### config.mk
export PLATFORM = sky130hd
export DESIGN_NAME = cmp_sort_ctrl
export DESIGN_NICKNAME = d
export VERILOG_FILES = /design/src/rtl/cmp_sort_ctrl.sv
export SDC_FILE = /design/constraint.sdc
export NUM_CORES = 1
export LEC_CHECK = 0
export CORE_ASPECT_RATIO = 0.75
export CORE_MARGIN = 5
export CORE_UTILIZATION = 52
export CTS_CLUSTER_DIAMETER = 150
export DETAILED_ROUTE_END_ITERATION = 8
export GPL_ROUTABILITY_DRIVEN = 0
export HOLD_SLACK_MARGIN = 0.05
export PLACE_DENSITY = 0.76
export SLEW_MARGIN = 20
export SYNTH_ARGS = -nofsm -noshare
export SYNTH_HDL_FRONTEND = slang
export SYNTH_HIERARCHICAL = 1
export SYNTH_SLANG_ARGS = --single-unit
### constraint.sdc
create_clock -name clk -period 3.68 [get_ports clk]
set_input_delay 0.368 -clock clk [delete_from_list [all_inputs] [get_ports clk]]
set_output_delay 0.368 -clock clk [all_outputs]
set_load 0.005 [all_outputs]
### src/rtl/cmp_sort_ctrl.sv
// cmp_sort_ctrl: loads a burst of N 4-bit values, bubble-sorts them with a
// single shared comparator (one compare per clock), then streams them out
// smallest first over a valid/ready interface.
// Optional build macro: SORT_EARLY_EXIT_EN -- leave SORT after any pass that
// made no swap.

// 4-bit magnitude comparator (shared block, one instance per sequencer)
module comparator (
  input  logic [3:0] A,
  input  logic [3:0] B,
  output logic       A_grt_B,
  output logic       A_less_B,
  output logic       A_eq_B
);
  assign A_grt_B  = (A > B);
  assign A_less_B = (A < B);
  assign A_eq_B   = (A == B);
endmodule

module cmp_sort_ctrl #(
  parameter int N = 4
) (
  input  logic       clk,
  input  logic       rst,
  input  logic       in_valid,
  output logic       in_ready,
  input  logic [3:0] in_data,
  output logic       out_valid,
  input  logic       out_ready,
  output logic [3:0] out_data,
  output logic       out_last,
  output logic       busy,
  output logic [5:0] swap_cnt
);
  localparam int IW = (N > 1) ? $clog2(N) : 1;
  localparam logic [IW-1:0] LAST = IW'(N - 1);
  localparam logic [IW-1:0] N2   = IW'(N - 2);

  typedef enum logic [1:0] {S_LOAD, S_SORT, S_DRAIN} state_t;
  state_t state, state_nx;

  logic [3:0]    mem [N];
  logic [IW-1:0] ptr;      // write index in LOAD, read index in DRAIN
  logic [IW-1:0] idx, idx_p1, pass;
  logic          swapped;
  logic [3:0]    a_val, b_val;
  logic          a_grt_b, unused_less, unused_eq;
  logic          pass_end, sort_done;

  assign idx_p1 = idx + 1'b1;
  assign a_val  = mem[idx];
  assign b_val  = mem[idx_p1];

  comparator u_cmp (
    .A        (a_val),
    .B        (b_val),
    .A_grt_B  (a_grt_b),
    .A_less_B (unused_less),
    .A_eq_B   (unused_eq)
  );

  // Last compare of a pass covers the highest still-unsorted pair.
  assign pass_end = (idx == N2 - pass);
`ifdef SORT_EARLY_EXIT_EN
  // A pass with no swap (including this cycle's compare) means sorted.
  assign sort_done = pass_end && ((pass == N2) || !(swapped || a_grt_b));
`else
  assign sort_done = pass_end && (pass == N2);
`endif

  // State register
  always_ff @(posedge clk or posedge rst) begin
    if (rst) state <= S_LOAD;
    else     state <= state_nx;
  end

  // Next-state and state-decoded outputs
  always_comb begin
    state_nx  = state;
    in_ready  = 1'b0;
    out_valid = 1'b0;
    out_last  = 1'b0;
    out_data  = 4'd0;
    busy      = 1'b0;
    case (state)
      S_LOAD: begin
        in_ready = 1'b1;
        if (in_valid && ptr == LAST) state_nx = S_SORT;
      end
      S_SORT: begin
        busy = 1'b1;
        if (sort_done) state_nx = S_DRAIN;
      end
      S_DRAIN: begin
        busy      = 1'b1;
        out_valid = 1'b1;
        out_data  = mem[ptr];
        out_last  = (ptr == LAST);
        if (out_ready && ptr == LAST) state_nx = S_LOAD;
      end
      default: state_nx = S_LOAD;
    endcase
  end

  // Indices, pass bookkeeping and swap counter
  always_ff @(posedge clk or posedge rst) begin
    if (rst) begin
      ptr      <= '0;
      idx      <= '0;
      pass     <= '0;
      swapped  <= 1'b0;
      swap_cnt <= 6'd0;
    end else begin
      case (state)
        S_LOAD: if (in_valid) begin
          if (ptr == LAST) begin
            ptr      <= '0;
            idx      <= '0;
            pass     <= '0;
            swapped  <= 1'b0;
            swap_cnt <= 6'd0;
          end else begin
            ptr <= ptr + 1'b1;
          end
        end
        S_SORT: begin
          if (a_grt_b) swap_cnt <= swap_cnt + 6'd1;
          if (pass_end) begin
            idx     <= '0;
            pass    <= pass + 1'b1;
            swapped <= 1'b0;
          end else begin
            idx     <= idx_p1;
            swapped <= swapped | a_grt_b;
          end
        end
        S_DRAIN: if (out_ready) ptr <= (ptr == LAST) ? '0 : ptr + 1'b1;
        default: ;
      endcase
    end
  end

  // Element storage: load writes and compare-driven swaps (contents need no reset)
  always_ff @(posedge clk) begin
    if (state == S_LOAD && in_valid) begin
      mem[ptr] <= in_data;
    end else if (state == S_SORT && a_grt_b) begin
      mem[idx]    <= b_val;
      mem[idx_p1] <= a_val;
    end
  end
endmodule

---- Yosys cells after proc, flatten, opt, wreduce, memory -nomap -nowiden ----
Memory sizes are Yosys's and may differ from the RTL's.
Index checks and enable logic that the tools add are counted.
word-level totals
  output and inout bits ................... 14
  latch bits .............................. 0
  ROM bits ................................ 0
  flip-flop bits (word level) ............. 14
  memories ................................ 1
  input bits .............................. 8
  RAM bits ................................ 16
  word-level logic and storage cells ...... 71
memories
  memory  words  width  read ports  clocked after Yosys merged registers in  wr ports  line  RTL
  mem     4      4      3           0                                        2         42    logic [3:0] mem [N];
cells by class
  multiply operators ...................... 0
  reductions and logical operators ........ 15
  $add $sub $neg .......................... 5
  divide/modulo/power cells ............... 0
  magnitude comparators ................... 1
  multiplexer cells ....................... 31
  bitwise gates (word level) .............. 0
  shifts and indexed selects .............. 0
  eq/ne operators ......................... 13
operators by type and width
  cell                                                 count
  two-way mux 2 bit                                    11
  two-way mux 6 bit                                    3
  inequality test 2 bit, second input constant         8
  one-hot mux 2 bit (2 select lines)                   3
  one-hot mux 6 bit (2 select lines)                   1
  two-way mux 1 bit                                    10
  AND reduction 3 bit                                  3
  two-way mux 4 bit                                    2
  AND reduction 4 bit                                  2
  adder 2 x 1 -> 2 bit, second input constant          3
  adder 6 x 1 -> 6 bit, second input constant          1
  equality test 2 bit, second input constant           3
  one-hot mux 2 bit (3 select lines)                   1
  logical AND 1 bit                                    5
  > comparator 4 bit                                   1
  nonzero test 2 bit                                   2
  OR reduction 4 bit                                   1
  equality test 2 x 1 -> 1 bit, second input constant  1
  equality test 2 bit                                  1
  logical NOT 2 bit                                    1
  OR reduction 2 bit                                   1
  subtractor 2 bit, first input constant               1

---- Longest topological paths before layout ----
Gate-level depths: netlist of run 1.
An unclocked memory read counts as a cell.
  depth after elaboration ................. 9
  depth in mapped cells ................... 20
  depth with buffers taken out ............ 15

---- By module ----
Netlist of run 1, hierarchy kept.
by module, submodules not included
  module         cells an instance  instances  area each (µm²)  sequential area each (µm²)
  cmp_sort_ctrl  224                1          2224.6           830.8
  comparator     16                 1          128.9            0.0

---- Worst setup path before layout of run 1 ----
OpenSTA, ideal clock, no wires.
  kind .................................... register to register
  start ................................... reg idx[0]
  end ..................................... mem mem[1][3], data pin
  clock period less this slack ............ 3.512 ns
  buffers on the path ..................... 5
  arrival time ............................ 3.233 ns
  library setup time ...................... 0.279 ns
  slack ................................... 0.168 ns
  data required time ...................... 3.401 ns
  cell stages (with the launch flop) ...... 20
  cells stage by stage .................... dfrtp_1 buf_4 buf_6 inv_1 buf_2 ha_1 buf_2 mux2_2 o21ai_1 inv_1 inv_1 ha_1 nand2_1 o21bai_4 a21oi_2 buf_2 nand2_1 nor2_1 and2_1 a221oi_1
RTL lines
  what                    line  RTL
  start, declared         44    logic [IW-1:0] idx, idx_p1, pass;
  start signal, assigned  133   idx <= idx_p1;
  end, declared           42

---- Worst setup path after layout of run 1 ----
  start ................................... reg idx[1]
  end ..................................... reg swap_cnt[3]
between the ends
  word-level cells in the longest chain between the ends .. 5
RTL lines
  what                                    line  RTL
  adder 2 x 1 -> 2 bit                    50    assign idx_p1 = idx + 1'b1;
  memory (4 x 4 bit)                      -
  via b_val[1]                            46    logic [3:0] a_val, b_val;
  > comparator 4 bit                      15    assign A_grt_B = (A > B);
  via a_grt_b                             47    logic a_grt_b, unused_less, unused_eq;
  inequality test 2 bit (no source line)  -
  AND reduction 4 bit (no source line)    -
  end signal, assigned                    127   if (a_grt_b) swap_cnt <= swap_cnt + 6'd1;
  end, declared                           33    output logic [5:0] swap_cnt
The timed path passes the listed nets, and every way through them passes these cells.
A chain may end at the register's enable or synchronous reset.

==> results of run 1 <==
-- worst max path at each step --
stage           start     endpoint  slack [ps]  cells past startpoint
2_1_floorplan  idx[0]    mem[1][3]         170                     19
3_3_place_gp   idx[0]  swap_cnt[4]         330                     14
3_5_place_dp   idx[1]  swap_cnt[3]         230                     14
4_1_cts        idx[1]  swap_cnt[3]         200                     14
5_1_grt        idx[0]  swap_cnt[5]          30                     14
6_report       idx[1]  swap_cnt[3]         280                     14
-- worst reg2reg max path, delay by kind of cell (launching register included) --
family | cells | cell delay, ps
AO/OA/AOI/OAI | 5 | 910
AND/OR/NAND/NOR | 2 | 700
adder cells (fa/ha/maj) | 2 | 610
buffers and inverters | 4 | 400
multiplexers | 1 | 370
flip-flops | 1 | 360
-- area by class of cell --
class	instances	share of cell area
flip-flops and latches	30	0.307
well taps	57	0.0264
repair buffers	32	0.108
multi-input cells	172	0.496
clock inverters	3	0.00416
clock buffers	5	0.0254
inverters	24	0.0333
-- metrics by stage --
step	util	power, µW	worst slack, ps
floorplan	-	1950	172
global route	0.613	3010	28.3
CTS	0.611	2750	199
finish	0.613	2800	277
detailed placement	0.593	2490	232
global placement	0.593	2430	330
-- repair_timing --
action                     in CTS  in global routing
resized for setup               0                  3
setup endpoints to repair       0                 11
hold buffers                    0                  0
-- power by group through the flow --
| stage | Sequential, µW | Clock, µW | Combinational (µW) |
|---|---|---|---|
| floorplan | 613 | 0 | 1340 |
| global placement | 676 | 0 | 1760 |
| detailed placement | 680 | 0 | 1810 |
| CTS | 674 | 252 | 1820 |
| global route | 696 | 266 | 2050 |
| finish | 679 | 252 | 1860 |
-- layer usage --
metal  up-vias  global-route usage  wire length [µm]  share of wire
met5         -                   0                 0              0
met4         0              0.0460                77          0.013
met3        13              0.0457               553          0.095
met2       121               0.295              2380           0.41
met1       975               0.326              2820           0.48
li1        946                   -                 -              -
-- cells in the final DEF, fill, tap and decap left out, types with 2 or more instances in the layout --
master           instances
mux2_2                  11
o32ai_1                  2
o22ai_1                  3
o21ai_1                  3
nor4_1                   2
buf_4                   11
and2_1                   9
a221oi_1                16
clkbuf_8                 5
inv_1                   24
dfrtp_1                 14
clkinv_1                 3
clkdlybuf4s50_1         21
xor2_1                   3
o31ai_1                  4
nand2_1                 19
nand3_1                  4
nor2_1                  16
nand4_1                  3
edfxtp_1                16
or4_1                    3
a21oi_1                 13
mux4_2                   4
a311oi_1                 2
o21ai_0                 10
o21ai_2                  2
a221o_1                  2
ha_1                    15
mux2i_1                  9
-- flip-flops by register name, summed over array words and instances, names as in the netlist --
name      count
ptr           2
idx           2
state         2
mem          16
pass          2
swap_cnt      6
==> results.cfg, run 1 <==
[finish]
final_cells = 323
design_area_mm2 = 0.00271
areaGrowthSynthToFinish_pct = 15.3
antennaDiodeCount = 0
register_area_um2 = 831
drive_above_1_share = 0.158
nNetsFinal = 289
n_fill_cell = 373
multi_input_area_mm2 = 0.00134

[power_and_ir_drop]
power_switching_uw = 1290
pwr-share-clk = 0.090
sw_frac_of_total = 0.462
cellPowerDensity_mw_per_mm2 = 1030
internal_power_uw = 1510
cellLeakagePower_uw = 0.00110
power_frac_seq = 0.243
p_comb_frac = 0.667
vdd.ir_drop.worst_uv = 504

[place]
dp_hpwl_um = 4390
placedInstanceArea_mm2 = 0.00262
numPortBuffers = 21
dp_cells = 315

[critical_path]
reg2regPathDepth = 14
r2r-end = swap_cnt[3]
cp_max_fo = 9
setup.worst_path.end_class = flip-flop
worstSetupStartpointType = flip-flop
max_stage_delay_ps = 540
required_ps = 3890
crit_family = compound AO/OA/AOI/OAI gates
r2r_setup_slack_ps = 280
cp_cell_sequence = inv_1, ha_2, mux2_2, o21ai_1, inv_1, inv_1, ha_1, nor2b_4, o21bai_4, a21oi_2, buf_4, o21ai_0, or4_1, a21oi_1
worstSetupPathType = flip-flop to flip-flop
worst_ep_arrival_time_ps = 3620
cp_common_cell = inv_1
timing.rr.start = idx[1]
critPathBufInv = 4
slowest_stage = or4_1

[yosys]
syn_avg_cell_area_um2 = 9.82
yosysWarningCount = 6
synth_fp_nets = 263
syn-cell-area_mm2 = 0.00235
syn_inst = 239

[floorplanning]
die_area_mm2 = 0.00597
placementRows = 21
initial_core_util = 0.532
boundaryPins = 22
core_mm2 = 0.00441
die_y_um = 68.2
die_w_um = 87.6

[timing]
tightest_slew_ps = 761
slew_viol_final = 0
fin_skew_ps = 9.31
slew_headroom = 0.491
post-route-period-util = 0.925
fmax_mhz = 294
whs_ps = 449
rsz0062_at_grt = no
final.setup.tns_ps = 0
setup_viol = 0
hold_viol_final = 0
fin_crit_ps = 3400

[detailed_routing]
post_drt_via_cell_ratio = 6.36
drt_iter0_markers = 270
totalWireLength_um = 5820
wl_per_cell_um = 18.0
drtAntennaViolNets = 0
drc = 0
via_count = 2055
first_pass_iters = 8

[clocking]
clkLatencyLatePin_ps = 290
clk_pin_slew_worst_paths_ps = 70
cts-root-buf = clkbuf_8
cts_setup_buffers = 0
htree_levels = 2
cts.sinks = 30
numCtsBuffers = 5
clk_path_buf_depth = 2
cts_tree = done

[global_route]
antenna_found_initial = 0
grt-ovfl-total = 0
grt_pass1_vias = 1879
grt_pass1_wl_um = 9540
grt_usage = 0.210
grt_max_degree = 17

[status]
status = finished, final reports clean

[flow_run]
drv_cap = 0

[worst_hold_path]
hold_path_class = primary input to asynchronous set/reset pin
No activity file was read; power rests on OpenSTA's default activity.
==> run 2, diff against run 1 <==
SKIP_LAST_GASP = 1   (was not set)
==> results of run 2 <==
Final layout, timing and power as in run 1 (identical DEF).
==> run 3, diff against run 2 <==
CAP_MARGIN = 25   (was not set)
SKIP_CTS_REPAIR_TIMING = 1   (was not set)
==> results of run 3 <==
Final layout, timing and power as in run 1 (identical DEF).
